`config.mk`:
```
export PLATFORM = sky130hd
export DESIGN_NAME = adau1761_spi_sequencer
export DESIGN_NICKNAME = d
export VERILOG_FILES = /design/src/rtl/adau1761_spi_sequencer.sv
export SDC_FILE = /design/constraint.sdc
export NUM_CORES = 1
export LEC_CHECK = 0
export ABC_AREA = 1
export CELL_PAD_IN_SITES_DETAIL_PLACEMENT = 1
export CELL_PAD_IN_SITES_GLOBAL_PLACEMENT = 1
export CORE_MARGIN = 2
export CORE_UTILIZATION = 40
export DETAILED_ROUTE_END_ITERATION = 16
export PLACE_DENSITY_LB_ADDON = 0.12
export SLEW_MARGIN = 20
export SYNTH_ARGS = -nofsm -noshare
export SYNTH_HDL_FRONTEND = slang
export SYNTH_SLANG_ARGS = --single-unit
```
`constraint.sdc`:
```
create_clock -name clk -period 2.05 [get_ports clk]
set_input_delay 0.41 -clock clk [delete_from_list [all_inputs] [get_ports clk]]
set_output_delay 0.41 -clock clk [all_outputs]
set_load 0.02 [all_outputs]
```
`src/rtl/adau1761_spi_sequencer.sv`:
```
// rtl/adau1761_spi_sequencer.sv - ADAU1761 SPI control-port master with boot sequence and host register access
//
// Purpose: after reset, sends three dummy frames to latch SPI mode, then a fixed
// four-entry init table, then serves single host register reads/writes.
// Each frame is 32 bits MSB first: {7'b0, rw}, addr[15:8], addr[7:0], data.
//
// Ports:
//   clk, resetn           system clock, synchronous active-low reset
//   req_valid/req_ready   host request handshake (ready is high only in IDLE)
//   req_rw/addr/wdata     host request fields (rw: 1 = read)
//   rsp_valid/rsp_rdata   one-cycle response pulse per host frame, read data
//   init_done             boot sequence complete
//   sclk, cs, sdo, sdi    SPI pins (sclk idles high, cs active low)
module adau1761_spi_sequencer #(
    parameter int CLK_DIV = 4,
    parameter int CS_GAP  = 8
) (
    input  logic        clk,
    input  logic        resetn,
    input  logic        req_valid,
    output logic        req_ready,
    input  logic        req_rw,
    input  logic [15:0] req_addr,
    input  logic [7:0]  req_wdata,
    output logic        rsp_valid,
    output logic [7:0]  rsp_rdata,
    output logic        init_done,
    output logic        sclk,
    output logic        cs,
    output logic        sdo,
    input  logic        sdi
);

    localparam logic [1:0] SEQ_DUMMY = 2'd0;
    localparam logic [1:0] SEQ_INIT  = 2'd1;
    localparam logic [1:0] SEQ_IDLE  = 2'd2;
    localparam logic [1:0] SEQ_HOST  = 2'd3;

    localparam logic [1:0] ENG_SETUP = 2'd0;
    localparam logic [1:0] ENG_SHIFT = 2'd1;
    localparam logic [1:0] ENG_HOLD  = 2'd2;
    localparam logic [1:0] ENG_GAP   = 2'd3;

    localparam logic [7:0] DIV_LAST = 8'(CLK_DIV - 1);
    localparam logic [7:0] GAP_LAST = 8'(CS_GAP - 1);

    logic [1:0]  seq_state;
    logic [2:0]  seq_idx;
    logic [1:0]  eng_state;
    logic [7:0]  div_cnt;
    logic [4:0]  bit_cnt;
    logic [30:0] shift_reg;
    logic [7:0]  rx_reg;
    logic        host_rw;
    logic        host_pending;
    logic [15:0] host_addr;
    logic [7:0]  host_wdata;

    logic        gap_done;
    logic        frame_end;
    logic        start_frame;
    logic [31:0] frame_word;
    logic [31:0] init_word;

    always_comb begin
        init_word = 32'h0040_0001;
        case (seq_idx[1:0])
            2'd0:    init_word = 32'h0040_0001;
            2'd1:    init_word = 32'h0040_1501;
            2'd2:    init_word = 32'h0040_F97F;
            default: init_word = 32'h0040_FA03;
        endcase
    end

    // The engine parks in GAP with the counter at zero; that is the "free" condition.
    always_comb begin
        gap_done    = (eng_state == ENG_GAP) && (div_cnt == 8'd0);
        frame_end   = (eng_state == ENG_HOLD) && (div_cnt == 8'd0);
        start_frame = 1'b0;
        frame_word  = 32'h0040_0000;
        case (seq_state)
            SEQ_DUMMY: start_frame = gap_done;
            SEQ_INIT: begin
                start_frame = gap_done && (seq_idx != 3'd4);
                frame_word  = init_word;
            end
            SEQ_HOST: begin
                start_frame = host_pending;
                frame_word  = {7'b0, host_rw, host_addr, host_rw ? 8'h00 : host_wdata};
            end
            default: ;
        endcase
    end

    // Sequencer: boot ordering, host handshake, response generation.
    always_ff @(posedge clk) begin
        if (!resetn) begin
            seq_state    <= SEQ_DUMMY;
            seq_idx      <= 3'd0;
            req_ready    <= 1'b0;
            rsp_valid    <= 1'b0;
            rsp_rdata    <= 8'h00;
            init_done    <= 1'b0;
            host_rw      <= 1'b0;
            host_addr    <= 16'h0000;
            host_wdata   <= 8'h00;
            host_pending <= 1'b0;
        end else begin
            rsp_valid <= 1'b0;
            case (seq_state)
                SEQ_DUMMY: begin
                    if (gap_done) begin
                        if (seq_idx == 3'd2) begin
                            seq_state <= SEQ_INIT;
                            seq_idx   <= 3'd0;
                        end else begin
                            seq_idx <= seq_idx + 3'd1;
                        end
                    end
                end
                SEQ_INIT: begin
                    // seq_idx reaches 4 once the last table entry has been launched.
                    if (frame_end && seq_idx == 3'd4) begin
                        init_done <= 1'b1;
                    end
                    if (gap_done) begin
                        if (seq_idx == 3'd4) begin
                            seq_state <= SEQ_IDLE;
                            req_ready <= 1'b1;
                        end else begin
                            seq_idx <= seq_idx + 3'd1;
                        end
                    end
                end
                SEQ_IDLE: begin
                    if (req_valid && req_ready) begin
                        host_rw      <= req_rw;
                        host_addr    <= req_addr;
                        host_wdata   <= req_wdata;
                        host_pending <= 1'b1;
                        req_ready    <= 1'b0;
                        seq_state    <= SEQ_HOST;
                    end
                end
                default: begin
                    // The engine is already free here, so the frame launches the cycle after acceptance.
                    if (host_pending) begin
                        host_pending <= 1'b0;
                    end
                    if (frame_end) begin
                        rsp_valid <= 1'b1;
                        rsp_rdata <= host_rw ? rx_reg : 8'h00;
                    end else if (gap_done && !host_pending) begin
                        seq_state <= SEQ_IDLE;
                        req_ready <= 1'b1;
                    end
                end
            endcase
        end
    end

    // Frame engine: SETUP (D) + 32 x (low D, high D) + HOLD (D) = 66*D cycles with cs low.
    always_ff @(posedge clk) begin
        if (!resetn) begin
            eng_state <= ENG_GAP;
            div_cnt   <= 8'd0;
            bit_cnt   <= 5'd0;
            shift_reg <= 31'd0;
            rx_reg    <= 8'h00;
            cs        <= 1'b1;
            sclk      <= 1'b1;
            sdo       <= 1'b0;
        end else begin
            case (eng_state)
                ENG_GAP: begin
                    if (start_frame) begin
                        shift_reg <= frame_word[30:0];
                        sdo       <= frame_word[31];
                        cs        <= 1'b0;
                        sclk      <= 1'b1;
                        div_cnt   <= DIV_LAST;
                        eng_state <= ENG_SETUP;
                    end else if (div_cnt != 8'd0) begin
                        div_cnt <= div_cnt - 8'd1;
                    end
                end
                ENG_SETUP: begin
                    if (div_cnt == 8'd0) begin
                        // First falling edge keeps bit31, which was set up with cs.
                        sclk      <= 1'b0;
                        bit_cnt   <= 5'd0;
                        div_cnt   <= DIV_LAST;
                        eng_state <= ENG_SHIFT;
                    end else begin
                        div_cnt <= div_cnt - 8'd1;
                    end
                end
                ENG_SHIFT: begin
                    if (div_cnt != 8'd0) begin
                        div_cnt <= div_cnt - 8'd1;
                    end else if (!sclk) begin
                        sclk    <= 1'b1;
                        rx_reg  <= {rx_reg[6:0], sdi};
                        div_cnt <= DIV_LAST;
                    end else if (bit_cnt == 5'd31) begin
                        div_cnt   <= DIV_LAST;
                        eng_state <= ENG_HOLD;
                    end else begin
                        sclk      <= 1'b0;
                        sdo       <= shift_reg[30];
                        shift_reg <= {shift_reg[29:0], 1'b0};
                        bit_cnt   <= bit_cnt + 5'd1;
                        div_cnt   <= DIV_LAST;
                    end
                end
                default: begin
                    if (div_cnt == 8'd0) begin
                        cs        <= 1'b1;
                        sdo       <= 1'b0;
                        div_cnt   <= GAP_LAST;
                        eng_state <= ENG_GAP;
                    end else begin
                        div_cnt <= div_cnt - 8'd1;
                    end
                end
            endcase
        end
    end

endmodule
```
==> results.ini, run 1 <==
[timing]
setup_viol=0
fin_crit_sh=0.915
fin_tns_setup_ps=0
hold_viol=0
clock-skew-final_ps=6.02
worst_slack_ps=173
fmax_mhz=533
tightest_slew_ps=538
maxSlewViolCount=0
grt_setup_unrepaired=no
period_needed_ps=1880
relSlewSlack=0.641
hold_ws_ps=460

[routing]
vias=4372
via_per_inst=5.20
ant_nets=0
drt_iter0_drc=155
drt-pass1-iter-count=4
wl_um=12600
remaining_drc_errors=0
wl_per_cell_um=15.0

[logic_synthesis]
syn_area_mm2=0.00459
async_flop_share=0
yosysTopAreaCell=dfxtp_1
synth-seq-area-share=0.431
synth.area.top_cells=dfxtp_1, nand2_1, nor2_1
synth_seq_cells=99
avgSynthCellArea_um2=7.09
syn_inst=648
synth_top_area_frac=0.431
synth_edf_count=0
synth_nets=690
synth_top_flop_cell=dfxtp_1
ys_types=33
yosys_warnings=0

[floorplan]
die_h_um=111
dieArea_mm2=0.0124
start_util=0.406
rows=39
fp.coreArea_mm2=0.0113
fp.dieW_um=111
io_pins=43

[setup_path]
r2r-start=div_cnt[0]
reg2reg_to=shift_reg[19]
startpoint_type=flop
r2r_cells=11
end_kind=flop
cp_top_family=simple AND/OR/NAND/NOR gates
critPathMaxFanout=33
cp.depth=11
crit_start=div_cnt[0]
crit_arrival_ps=2150
cp_slowest_cell=dfxtp_1
r2r_slack_ps=170
critPathBufInv=3
critical_path_class=reg2reg
path_cells=inv_1, ha_1, nand2_1, nor2_4, inv_2, nand2_2, nand2_1, nor2_4, buf_12, nand3_1, a21oi_1
required_ps=2330
slowest_delay_ps=330
crit_end=shift_reg[19]

[final_layout]
fillers=1448
fin_nets=734
area_growth_pct=23.4
largest_register_ffs=31
drive_above_1_share=0.0861
antenna_cells=0
final_cell_area_mm2=0.00567

[job]
maxCapViolCount=0

[grt]
use_met3=0.0230
grt_max_degree=69
met1_usage=0.269
top_usage_layer=met2
antenna_found_initial=0
grt_pass1_vias=4535
track_usage=0.213
met2_usage=0.374
overflow=0
grt_pass1_wl_um=21800

[clock_network]
cts_tree=built
hold_buffers=0
htreeDepth=3
clkLatencyLatePin_ps=350
cts_buffers=9
cts.path.max_buffers=2
path_clk_slew_ps=70
cts_root_buffer=clkbuf_16
cts_sinks=99

[placed_design]
dp_hpwl_um=8650
place_area_mm2=0.00524
pre_cts_ws_ps=46.4
gp_congestion=0.830
portBuffers=42

[power]
powerDensity_mw_per_mm2=1340
vdd_drop_max_mv=0.737
p_int_mw=4.61
p_sw_frac=0.392
p_seq_frac=0.310
combPwrFrac=0.430
clock_power_share=0.260
p_leak_nw=2.41
switchingPower_mw=2.98

[worst_hold_path]
hold-path-cell-count=2
hp-class=reg2reg

[run_status]
status=finished clean

layer usage:
| layer | routed length (um) | vias up | part of all wire |
|---|---|---|---|
| met5 | 0 | - | 0 |
| met4 | 263 | 0 | 0.021 |
| met3 | 212 | 17 | 0.017 |
| met2 | 6160 | 44 | 0.49 |
| met1 | 5930 | 2101 | 0.47 |
| li1 | - | 2210 | - |
through the flow:
stage | utilization | instances | power (mW)
CTS | 0.493 | 839 | 7.46
global route | 0.501 | 840 | 8.16
finish | 0.501 | 840 | 7.59
global placement | 0.463 | 823 | 5.32
floorplan | - | 648 | 4.61
detailed placement | 0.463 | 823 | 5.45
logic make-up (layout without fill, tap and decap cells):
group	Yosys count	after routing	share of synthesized area
buffers and inverters	83	132	0.0776
XOR/XNOR	1	1	0.00191
adder cells (fa/ha/maj)	13	13	0.0354
AND/OR/NAND/NOR	317	317	0.293
AO/OA/AOI/OAI	135	135	0.161
flip-flops	99	99	0.431
power groups by stage:
stage               combinational, mW  sequential (mW)  clock (mW)
floorplan                        2.25             2.36           0
global placement                 2.95             2.38           0
detailed placement               3.06             2.39           0
CTS                              3.10             2.35        2.01
global route                     3.70             2.38        2.08
finish                           3.26             2.35        1.97
timing repair:
action,CTS,global route
resized for setup,0,15
setup buffers,0,1
setup endpoints to repair,0,39
worst min-delay path, delay by kind of cell, from the launching register on:
family / cells / cell delay [ps]
buffers and inverters: 1 / 60
flip-flops: 1 / 300
AO/OA/AOI/OAI: 1 / 60
area by class of cell:
type,instances,area (um^2),area share
Inverter,50,188,0.0331
Clock buffer,12,246,0.0435
Multi-Input combinational cell,466,2310,0.407
Timing Repair Buffer,66,666,0.117
Tap cell,143,179,0.0316
Clock inverter,4,97.6,0.0172
Sequential cell,99,1980,0.350
worst min path at each step:
stage | start | to
CTS | host_wdata[3] | host_wdata[3]
detailed placement | host_wdata[3] | host_wdata[3]
global route | shift_reg[17] | shift_reg[17]
floorplan | host_wdata[3] | host_wdata[3]
global placement | host_wdata[3] | host_wdata[3]
finish | host_wdata[3] | host_wdata[3]
cell usage in the layout (no fill, tap or decap), types with 2 or more instances in the layout:
cell type and instances:
nor3b_1 2, clkdlybuf4s50_1 41, buf_12 5, nand2_8 2
nand2_2 3, ha_2 2, a221oi_1 4, nor2_2 3
nand3_1 56, a22o_1 7, clkbuf_1 2, nand4_1 4
ha_1 11, buf_6 2, nor2_1 112, dfxtp_1 97
clkbuf_16 9, inv_1 49, nor2_4 2, bufinv_16 3
dfxtp_2 2, nor3_1 10, a21oi_1 66, o21ai_0 48
o211ai_1 3, buf_4 17, nand2_1 119
synth_stat cells (2+ instances only):
library cell and number:
buf_1 2, ha_1 13, nor3b_1 3, a221oi_1 4
inv_1 49, nand2_2 3, buf_6 2, nand2_1 120
nand4_1 4, a22o_1 7, clkbuf_1 15, nand2_4 2
buf_2 9, nor2_4 2, a21oi_1 67, o211ai_1 3
buf_4 5, nand3_1 56, nor2_2 2, o21ai_0 48
nor2_1 113, dfxtp_1 99, nor3_1 10
Power figures use the tool's default switching activity.
==> run 2: changes to the inputs <==
--- a/config.mk
+++ b/config.mk
@@ -6,6 +6,7 @@
 export NUM_CORES = 1
 export LEC_CHECK = 0
 export ABC_AREA = 1
+export ABC_CLOCK_PERIOD_IN_PS = 2050
 export CELL_PAD_IN_SITES_DETAIL_PLACEMENT = 1
 export CELL_PAD_IN_SITES_GLOBAL_PLACEMENT = 1
 export CORE_MARGIN = 2
==> results of run 2 <==
Same layout as run 1: the final DEF is identical, and so are final timing and power.
==> patch: new RTL, flow settings as in run 1 <==
Make the reset (`resetn`) asynchronous in 2 clocked blocks. Comments in the files are not updated.
--- a/src/rtl/adau1761_spi_sequencer.sv
+++ b/src/rtl/adau1761_spi_sequencer.sv
@@ -95,3 +95,3 @@
     // Sequencer: boot ordering, host handshake, response generation.
-    always_ff @(posedge clk) begin
+    always_ff @(posedge clk or negedge resetn) begin
         if (!resetn) begin
@@ -162,3 +162,3 @@
     // Frame engine: SETUP (D) + 32 x (low D, high D) + HOLD (D) = 66*D cycles with cs low.
-    always_ff @(posedge clk) begin
+    always_ff @(posedge clk or negedge resetn) begin
         if (!resetn) begin
Check against the original RTL: differs if resetn is asserted again (counterexample within 4 cycles, from zero or initial values and one cycle with resetn low); with resetn held inactive, the same outputs for 10 cycles.
==> patch against run 1 <==
- utilization shrank 0.44 points
- worst setup slack got worse by 0.095 ns
- global-route usage down 2.1 points
- synthesized cell count fell by 13%
- sequential cell count unchanged
- synthesized area increased by 5.9%
- wire length down 8.0%
- sequential share of layout area up 6.8 points
- worst hold slack lost 0.43 ns
- cell area rose by 4.7%
- die area increased by 5.7%
Power is not compared: it rests on default switching activity, and its combinational part moved more than twofold at a synthesized area within 25%.
==> patch: results (changes against run 1) <==
Worst R2R Start = bit_cnt[0]
ranking of synthesized cells by area = dfrtp_1 49%, nand2_1 15%, o21ai_2 5.4%
CTS root buffer = clkbuf_16
r2r setup slk = 0.08 ns (-0.10 ns)
Worst Reg-to-Reg Cells = 11 (unchanged)
clock-pin slew on the worst setup and hold paths = 0.07 ns (about the same)
CP top delay family = buffers and inverters
DRT met1 WL = 5490 um (-7.4%)
CP Data Arrival Time = 1.56 ns (-0.59 ns)
max reg flops = 31 (unchanged)
post-synth top area share = 48.9% (+5.7 points)
DRT Pass-1 Iters = 4 (unchanged)
vias in the first global route = 4040 (-11%)
largest net degree at the start of global routing = 47 (-32%)
Max clock buf depth = 2 (unchanged)
slowest CP cell = clkdlybuf4s50_1
Top Metal Used = met4
post-detail-place hpwl = 8330 um (-3.7%)
Syn Nets = 605 (-12%)
Synth top cells by count = 192 x nand2_1, 95 x dfrtp_1, 54 x inv_1
# port buffers = 42 (unchanged)
worst min path class = input pin to asynchronous set/reset pin
RD Place Congestion = 0.802 (-3.4%)
total CTS buffers = 9 (unchanged)
Final Skew = 0.00734 ns (+0.00133 ns)
status = completed
placed inst area = 0.00554 mm^2 (+5.7%)
first-pass GRT wire length = 19800 um (-9.2%)
ys flop type = dfrtp_1
Leakage Power = 2.91 nW
H-tree levels = 3 (unchanged)
Final nets = 666 (-9.3%)
Worst R2R End = shift_reg[7]
antenna violation net count after detailed routing = 0 (unchanged)
Critical Path Fanout Max = 4 (-88%)
register area share after synthesis = 51.0% (+7.9 points)
Worst VDD drop = 496 uV
DR iter-0 viols = 158 (+1.9%)
routed len/inst = 14.9 um (-0.39%)
synth unique cells = 35 (+6.1%)
Total GRT Usage = 19.2% (-2.1 points)
Via density = 5.02 (-3.6%)
synth warn = 0 (unchanged)
Slew HR = 65.8% (+1.7 points)
initial antenna violation count = 0 (unchanged)
post-synthesis async set-or-reset flop share = 100% (+100 points)
Met3 Routed Length = 227 um (+7.1%)
Critical Path Max Stage Delay = 0.62 ns (+0.29 ns)
share of post-route cells with drive strength above 1 = 16.1% (+7.4 points)
worst skew pair latency = 0.35 ns (about the same)
met2 wire len = 5690 um (-7.7%)
Diodes inserted = 0 (unchanged)
-- patch: layer usage --
layer	GRT usage, %	vias to the layer above
met5	0	-
met4	6.99	0
met3	3.49	10
met2	32.3	32
met1	24.8	1916
li1	-	1935
-- patch: worst max-delay path by stage --
stage | cells past startpoint | endpoint | slack, ns | start
floorplan | 11 | bit_cnt[2] | 0.13 | eng_state[1]
global route | 11 | shift_reg[7] | -0.03 | bit_cnt[0]
finish | 1 | sclk | 0.08 | sclk
detailed placement | 10 | bit_cnt[2] | -0.06 | eng_state[1]
global placement | 12 | bit_cnt[2] | 0.02 | bit_cnt[0]
CTS | 11 | bit_cnt[2] | 0.03 | eng_state[1]
-- patch: cell type report --
type / instances / area [um^2]
Inverter: 59 / 224
Tap cell: 147 / 184
Clock buffer: 10 / 239
Multi-Input combinational cell: 389 / 2090
Sequential cell: 99 / 2480
Fill cell: 1414 / 6030
Clock inverter: 6 / 65.1
Timing Repair Buffer: 66 / 656
-- patch: stage by stage --
stage / hold slack, ns / total power [W] / std cells / worst slack, ns / setup TNS, ns
detailed placement: 0.424 / 0.00212 / 754 / -0.0634 / -0.0788
global route: 0.0483 / 0.00396 / 776 / -0.0257 / -0.357
CTS: 0.0392 / 0.00387 / 772 / 0.0309 / 0
floorplan: 0.114 / 0.00201 / 563 / 0.134 / 0
finish: 0.0273 / 0.00381 / 776 / 0.0780 / 0
global placement: 0.415 / 0.00211 / 754 / 0.0203 / 0
-- patch: kinds of logic (layout without fill, tap and decap cells) --
group | count (synthesis) | in the layout | synth area share [%]
mux | 6 | 6 | 1.23
buf+inv | 75 | 141 | 6.89
compound gates | 114 | 114 | 15.2
simple gates | 254 | 254 | 22.0
fa+ha+maj | 13 | 13 | 3.34
flops | 99 | 99 | 51.0
xor+xnor | 2 | 2 | 0.360
-- patch: report_power, final --
part           total, W  internal (W)  switching, W
Clock           0.00173      0.000979      0.000755
Combinational  0.000112     0.0000572     0.0000546
Sequential      0.00196       0.00196    0.00000350
-- patch: repair_timing --
action,in CTS,in global routing
pin swaps,1,2
endpoints found under the setup margin,3,45
endpoints found under the hold margin,0,0
gates resized for setup,4,9
cloned,0,0
setup buffers,2,4
